[src/rtl/clock_pkg.sv]
// Shared constants and helpers for the BCD time-of-day counter.
//
// Contents:
//   BCD_SEC_MAX / BCD_MIN_MAX / BCD_HR_MAX - last legal BCD value of each field
//   BCD_NOON                               - first afternoon hour (pm threshold)
//   clog2()                                - prescaler width helper
package clock_pkg;

    localparam logic [7:0] BCD_SEC_MAX = 8'h59;
    localparam logic [7:0] BCD_MIN_MAX = 8'h59;
    localparam logic [7:0] BCD_HR_MAX  = 8'h23;
    localparam logic [7:0] BCD_NOON    = 8'h12;

    // Bits needed to hold 0..n-1. Never returns less than 1, so a
    // degenerate CLK_HZ of 1 still yields a legal vector width.
    function automatic int clog2(input int n);
        int w;
        w = 1;
        while ((1 << w) < n) begin
            w = w + 1;
        end
        return w;
    endfunction

endpackage

[src/rtl/bcd_mod_counter.sv]
// Two-digit BCD modulo counter: counts 00..MAX_BCD and wraps to 00.
//
// Ports:
//   clk    in   system clock
//   clr    in   synchronous clear to 8'h00, has priority over inc
//   inc    in   advance by one on this edge
//   value  out  {tens, ones} BCD value, registered
//   wrap   out  combinational; high when inc is applied at MAX_BCD
module bcd_mod_counter #(
    parameter logic [7:0] MAX_BCD = 8'h59
) (
    input  logic       clk,
    input  logic       clr,
    input  logic       inc,
    output logic [7:0] value,
    output logic       wrap
);

    logic [7:0] value_q;
    logic [7:0] value_next;
    logic       at_max;

    assign at_max = (value_q == MAX_BCD);
    assign wrap   = inc & at_max;
    assign value  = value_q;

    // Ones digit 9 rolls into the tens digit; the terminal value wraps
    // whole, so hours 23 goes to 00 without ever passing through 24.
    always_comb begin
        value_next = value_q;
        if (at_max) begin
            value_next = 8'h00;
        end else if (value_q[3:0] == 4'd9) begin
            value_next = {value_q[7:4] + 4'd1, 4'd0};
        end else begin
            value_next = {value_q[7:4], value_q[3:0] + 4'd1};
        end
    end

    always_ff @(posedge clk) begin
        if (clr) begin
            value_q <= 8'h00;
        end else if (inc) begin
            value_q <= value_next;
        end
    end

endmodule

[src/rtl/bcd_timekeeper.sv]
// 24-hour BCD time-of-day counter (HH:MM:SS) with 1 Hz prescaler and
// a set mode for adjusting hours and minutes from single-cycle pulses.
//
// Ports:
//   clk          in   system clock
//   reset        in   synchronous, active-high reset
//   run_en       in   time advances on prescaler tick (ignored in set mode)
//   set_mode     in   adjust mode; counting frozen, seconds held at 00
//   inc_hr       in   +1 hour pulse, set mode only (23 -> 00, no carry)
//   inc_min      in   +1 minute pulse, set mode only (59 -> 00, no carry)
//   hours_bcd    out  BCD hours 00..23
//   minutes_bcd  out  BCD minutes 00..59
//   seconds_bcd  out  BCD seconds 00..59
//   sec_tick     out  high in the cycle a counted seconds update is visible
//   pm           out  hours_bcd >= 12
module bcd_timekeeper
    import clock_pkg::*;
#(
    parameter int CLK_HZ = 100000000
) (
    input  logic       clk,
    input  logic       reset,
    input  logic       run_en,
    input  logic       set_mode,
    input  logic       inc_hr,
    input  logic       inc_min,
    output logic [7:0] hours_bcd,
    output logic [7:0] minutes_bcd,
    output logic [7:0] seconds_bcd,
    output logic       sec_tick,
    output logic       pm
);

    localparam int PRESC_W = clog2(CLK_HZ);
    localparam logic [PRESC_W-1:0] PRESC_LAST = PRESC_W'(CLK_HZ - 1);

    logic [PRESC_W-1:0] presc_q;
    logic               tick;
    logic               sec_tick_q;
    logic               sec_wrap;
    logic               min_wrap;
    logic               min_inc;
    logic               hr_inc;
    // Midnight rollover has no consumer downstream.
    logic               unused_hr_wrap;

    assign tick = run_en & ~set_mode & (presc_q == PRESC_LAST);

    // Pausing holds the sub-second phase; set mode zeroes it so the first
    // tick after leaving set mode lands a full second later.
    always_ff @(posedge clk) begin
        if (reset || set_mode) begin
            presc_q <= '0;
        end else if (run_en) begin
            presc_q <= tick ? '0 : presc_q + 1'b1;
        end
    end

    always_ff @(posedge clk) begin
        if (reset) begin
            sec_tick_q <= 1'b0;
        end else begin
            sec_tick_q <= tick;
        end
    end

    // In set mode the button pulses replace the carry chain, so a minute
    // wrap during adjustment never reaches the hours.
    assign min_inc = set_mode ? inc_min : sec_wrap;
    assign hr_inc  = set_mode ? inc_hr  : min_wrap;

    bcd_mod_counter #(.MAX_BCD(BCD_SEC_MAX)) u_sec (
        .clk   (clk),
        .clr   (reset | set_mode),
        .inc   (tick),
        .value (seconds_bcd),
        .wrap  (sec_wrap)
    );

    bcd_mod_counter #(.MAX_BCD(BCD_MIN_MAX)) u_min (
        .clk   (clk),
        .clr   (reset),
        .inc   (min_inc),
        .value (minutes_bcd),
        .wrap  (min_wrap)
    );

    bcd_mod_counter #(.MAX_BCD(BCD_HR_MAX)) u_hr (
        .clk   (clk),
        .clr   (reset),
        .inc   (hr_inc),
        .value (hours_bcd),
        .wrap  (unused_hr_wrap)
    );

    assign sec_tick = sec_tick_q;
    assign pm       = (hours_bcd >= BCD_NOON);

endmodule
[config.mk]
export PLATFORM = sky130hd
export DESIGN_NAME = bcd_timekeeper
export DESIGN_NICKNAME = d
export VERILOG_FILES = /design/src/rtl/clock_pkg.sv /design/src/rtl/bcd_mod_counter.sv /design/src/rtl/bcd_timekeeper.sv
export SDC_FILE = /design/constraint.sdc
export NUM_CORES = 1
export LEC_CHECK = 0
export CAP_MARGIN = 10
export CORE_ASPECT_RATIO = 0.6
export CORE_UTILIZATION = 60
export CTS_CLUSTER_SIZE = 28
export DETAILED_ROUTE_END_ITERATION = 10
export PLACE_DENSITY = 0.91
export SKIP_LAST_GASP = 1
export SLEW_MARGIN = 5
export SYNTH_ARGS = -nofsm -noshare
export SYNTH_HDL_FRONTEND = slang
export SYNTH_SLANG_ARGS = --single-unit
[constraint.sdc]
create_clock -name clk -period 4.1 [get_ports clk]
set_input_delay 0.82 -clock clk [delete_from_list [all_inputs] [get_ports clk]]
set_output_delay 0.82 -clock clk [all_outputs]
set_load 0.01 [all_outputs]
==> Word level (Yosys, flattened, before mapping) <==
Cells that the tools add are included.
{ "totals": {"register_bits": 52, "inputBits": 6, "output_inout_bits": 26, "word_cells": 45} }
{ "op_classes": {"n_addsub": 7, "order_cmp": 1, "n_eq_ne": 7, "mux": 9, "bitwise": 6, "reduce_logical": 7} }
{ "op_table": {"columns": ["op", "n"], "rows": [
  ["8-bit 2-to-1 mux", 6],
  ["27-bit by 1-bit adder with 27-bit output, second input constant", 1],
  ["27-bit equality test, second input constant", 1],
  ["27-bit 2-to-1 mux", 1],
  ["4-bit by 1-bit adder with 4-bit output, second input constant", 6],
  ["8-bit by 7-bit equality test with 1-bit output, second input constant", 2],
  ["4-bit equality test, second input constant", 3],
  ["8-bit by 6-bit equality test with 1-bit output, second input constant", 1],
  ["8-bit by 5-bit greater-or-equal comparator with 1-bit output, second input constant", 1],
  ["2-bit AND reduction", 3],
  ["2-bit nonzero test", 3],
  ["1-bit AND", 4],
  ["1-bit 2-to-1 mux", 2],
  ["1-bit logical OR", 1],
  ["1-bit NOT", 1],
  ["1-bit OR", 1]
]} }

==> Depth between registers and ports, before layout <==
{ "logic_depth": {"ltp_word": 8, "ltp_mapped": 8} }

==> Modules after synthesis <==
Synthesis repeated with hierarchy kept, for this count alone.
{ "hier_totals": {"cells_unflattened": 304, "area_unflattened_um2": 2706.3} }
{ "by_module_without_submodules": {"columns": ["module", "n_inst", "cells_each", "area_per_inst_um2"], "rows": [
  ["bcd_timekeeper", 1, 169, 1441.4],
  ["bcd_mod_counter at u_min ...", 2, 44, 420.4],
  ["bcd_mod_counter at u_hr", 1, 47, 424.2]
]} }

==> Least setup slack after synthesis <==
OpenSTA, ideal clock, no wires.
{ "synth_path": {"kind": "input port to flip-flop", "startpoint": "input port set_mode", "endpoint": "register u_sec.value_q[2], in the netlist u_sec.value[2]", "setup_time_ns": 0.070, "arrival_ns": 2.526, "required_time_ns": 4.030, "slack_ns": 1.504, "path_stages": 7, "n_path_buf": 2, "path_cell_list": "clkbuf_1 -> nor4_2 -> nand4_1 -> or4_4 -> buf_6 -> or4_1 -> a21oi_1"} }
{ "synth_via": {"elab_chain_cells": 3, "elab_cells_between_ends": 4, "classes_between": "4 x bitwise"} }
{ "synth_lines": {"columns": ["item", "line", "source"], "rows": [
  ["from (decl)", "bcd_timekeeper.sv:24", "input logic set_mode,"],
  ["1-bit NOT", "bcd_timekeeper.sv:47", "assign tick = run_en & ~set_mode & (presc_q == PRESC_LAST);"],
  ["1-bit AND (2 in series)", "bcd_timekeeper.sv:47", null],
  ["to (signal assigned)", "bcd_mod_counter.sv:44", "value_q <= value_next;"],
  ["to (decl)", "bcd_mod_counter.sv:19", "logic [7:0] value_q;"]
]} }
Parallel ways exist; a longest one is shown, timed or not.
A chain may end at the register's enable or synchronous reset.

==> Worst setup path after layout <==
{ "layout_path": {"startpoint": "input port set_mode", "endpoint": "register u_min.value_q[7], in the netlist u_min.value[7]"} }
{ "layout_via": {"elab_chain_cells": 6} }
{ "layout_lines": {"columns": ["item", "line", "source"], "rows": [
  ["1-bit NOT", "bcd_timekeeper.sv:47", null],
  ["1-bit AND (2 in series)", "bcd_timekeeper.sv:47", null],
  ["1-bit AND", "bcd_mod_counter.sv:24", "assign wrap = inc & at_max;"],
  ["1-bit 2-to-1 mux *", "bcd_timekeeper.sv:69", "assign min_inc = set_mode ? inc_min : sec_wrap;"],
  ["2-bit AND reduction (no line) *", null, null],
  ["to (signal assigned)", "bcd_mod_counter.sv:44", null],
  ["to (decl)", "bcd_mod_counter.sv:19", null]
]} }
Every way passes the cells marked *; elsewhere a longest branch is shown, timed or not.

==> impl_metrics.json <==
{
  "status": "complete, no violations",
  "dp_cells": 406,
  "yosys_register_bits": 52,
  "max_cap_violations": 0,
  "post-route-min-period_ps": 2940,
  "grt_util_all_layers_pct": 27.08,
  "die_area_um2": 4871,
  "wl_per_cell_um": 14.75,
  "remaining_drc_errors": 0,
  "post_cts_resized": 0,
  "totalWireLength_mm": 6.107,
  "synth_enable_flop_cells": 0,
  "yosysMostFrequentCell": "dfxtp_1",
  "power_density_nw_per_um2": 267.6,
  "synth_cell_types": 50,
  "ys_seq_area_share_pct": 37.82,
  "tns_ps": 0,
  "cp.required_ps": 4300,
  "dpl_cell_area_um2": 3083,
  "rows": 18,
  "layoutNonFillerInstCount": 414,
  "final_nets": 371,
  "p_leak_nw": 1.045,
  "cts.htree.levels": 2,
  "worst_slew_margin_rel_pct": 49.21,
  "crit_type": "primary input to register",
  "drt_iter0_markers": 161,
  "grt_pass1_vias": 2097,
  "clock-sinks": 52,
  "grt_pass1_wl_mm": 9.867,
  "drive_above_1_share_pct": 4.802,
  "antenna_found_initial": 0,
  "netlist_top_cells_count": "dfxtp_1 (52), nor2_1 (36), nand2_1 (28)",
  "yosys.area.top_type_share_pct": 37.82,
  "clk_path_buf_depth": 2,
  "cts_tree": "done",
  "overflow": 0,
  "power_frac_seq_pct": 60.2,
  "p_comb_share_pct": 4.5,
  "endpoint_kind": "register",
  "synth_area_um2": 2753,
  "tightest_slew_ps": 759.5,
  "maxSlewViolCount": 0,
  "grt_max_degree": 27,
  "postSynthAreaPerCell_um2": 8.392,
  "p_clk_share_pct": 35.2,
  "viasPerCell": 5.886,
  "cts_setup_buffers": 0,
  "diodes": 0,
  "clk_pin_slew_ps": 90,
  "grt_setup_unrepaired": "false",
  "yosysTopAreaCell": "dfxtp_1",
  "syn_to_final_growth_pct": 15.27,
  "switching_share_pct": 22.15,
  "total_power_uw": 849.2,
  "fp.dieH_um": 54.47,
  "nFillCells": 314,
  "clock.fmax_ghz": 0.3402,
  "hold_path_class": "register to register",
  "hpwl_mm": 4.423,
  "worst_clock_skew_ps": 5.235,
  "hold_violations": 0,
  "die_x_um": 89.44,
  "setup_viol": 0,
  "drt.antenna.violating_nets": 0,
  "hold_ws_ps": 513.1,
  "synthArstFlopShare_pct": 0,
  "timing.final.crit_share_pct": 71.70,
  "design_area_um2": 3173,
  "cts_made_buffers": 5,
  "io_pins": 32,
  "cts_hold_buf": 0,
  "worstPathMaxFanout": 11,
  "arrival_ps": 3140,
  "clock_latency_ps": 300,
  "dr.pass1.iters": 4,
  "initial_core_util_pct": 64.67,
  "yosysWarnings": 0,
  "synth_fp_nets": 346,
  "via_count": 2437,
  "cts_root_buffer": "clkbuf_8",
  "p_switching_uw": 188.1,
  "startpoint_type": "primary input",
  "synth_ff_type": "dfxtp_1",
  "ir_drop_mv": 0.1914,
  "gp_congestion": 0.7936,
  "port_buffers": 31,
  "synth_area_leaders": "dfxtp_1 (38%), xnor2_1 (6.7%), ha_1 (5.5%)",
  "p_int_uw": 661.1,
  "core-area_um2": 4257,
  "synth_cells": 328
}
placed cells by master (no fill, tap or decap), types with 9 or more instances in the layout:
master,synthesis,layout
inv_1,17,17
nand4_1,9,9
nand2_1,28,28
nor2_1,36,36
a21oi_1,14,14
o21ai_0,9,9
nand3_1,17,17
ha_1,12,12
nor4_1,9,9
dfxtp_1,52,52
xnor2_1,21,21
clkdlybuf4s50_1,0,31
cell type report:
| cell class | count | area, µm² | area share [%] |
|---|---|---|---|
| inverter | 17 | 63.81 | 2.011 |
| clock buffer | 8 | 90.09 | 2.839 |
| multi-input combinational | 245 | 1585 | 49.96 |
| tap | 60 | 75.07 | 2.366 |
| timing repair buffer | 32 | 317.8 | 10.02 |
| sequential | 52 | 1041 | 32.81 |
metrics by stage:
stage | util [%] | setup slack, ps
after global placement | 72.43 | 942.0
after floorplan | - | 1504
final | 74.54 | 1160
after global routing | 74.54 | 1085
after detailed placement | 72.43 | 861.5
after CTS | 74.54 | 1185
critical path, stage by stage:
cell and delay, ps:
clkdlybuf4s50_1 580, nor4_2 230, nand4_1 200, or4_1 760
a21oi_1 210, mux2_2 340
flip-flops by register name, summed over array words and instances (netlist names):
name and cells:
u_hr.value 8, presc_q 27, u_min.value 8, sec_tick 1
u_sec.value 8
kinds of logic (layout without fill, tap and decap cells):
family | after synthesis | after routing | synth area share (%)
compound gates | 42 | 42 | 10.05
mux | 6 | 6 | 2.227
fa+ha+maj | 12 | 12 | 5.454
flops | 52 | 52 | 37.82
buf+inv | 31 | 57 | 4.591
xor+xnor | 26 | 26 | 8.273
simple gates | 159 | 159 | 31.59
power by group through the flow:
stage	clock (mW)	sequential (mW)	combinational (mW)
3_3_place_gp	0	0.523	0.0371
3_5_place_dp	0	0.523	0.0376
2_1_floorplan	0	0.523	0.0228
6_report	0.299	0.511	0.0386
5_1_grt	0.326	0.512	0.0421
4_1_cts	0.304	0.511	0.0380
worst paths after layout:
kind,start,end,slack (ps),cells past startpoint
max,set_mode,u_min.value[7]$_SDFFE_PP0P_,1160,6
min reg2reg,u_sec.value[5]$_SDFFE_PP0P_,u_sec.value[5]$_SDFFE_PP0P_,510,2
min,u_sec.value[5]$_SDFFE_PP0P_,u_sec.value[5]$_SDFFE_PP0P_,510,2
max reg2reg,u_min.value[0]$_SDFFE_PP0P_,u_hr.value[7]$_SDFFE_PP0P_,1710,6
routing by layer:
| layer | GRT usage [%] | vias up | wire [µm] |
|---|---|---|---|
| li1 | - | 1211 | - |
| met2 | 40.97 | 81 | 2612 |
| met5 | 0 | - | 0 |
| met4 | 9.524 | 0 | 86 |
| met1 | 38.32 | 1135 | 3033 |
| met3 | 5.882 | 10 | 375 |
Power figures use the tool's default switching activity.
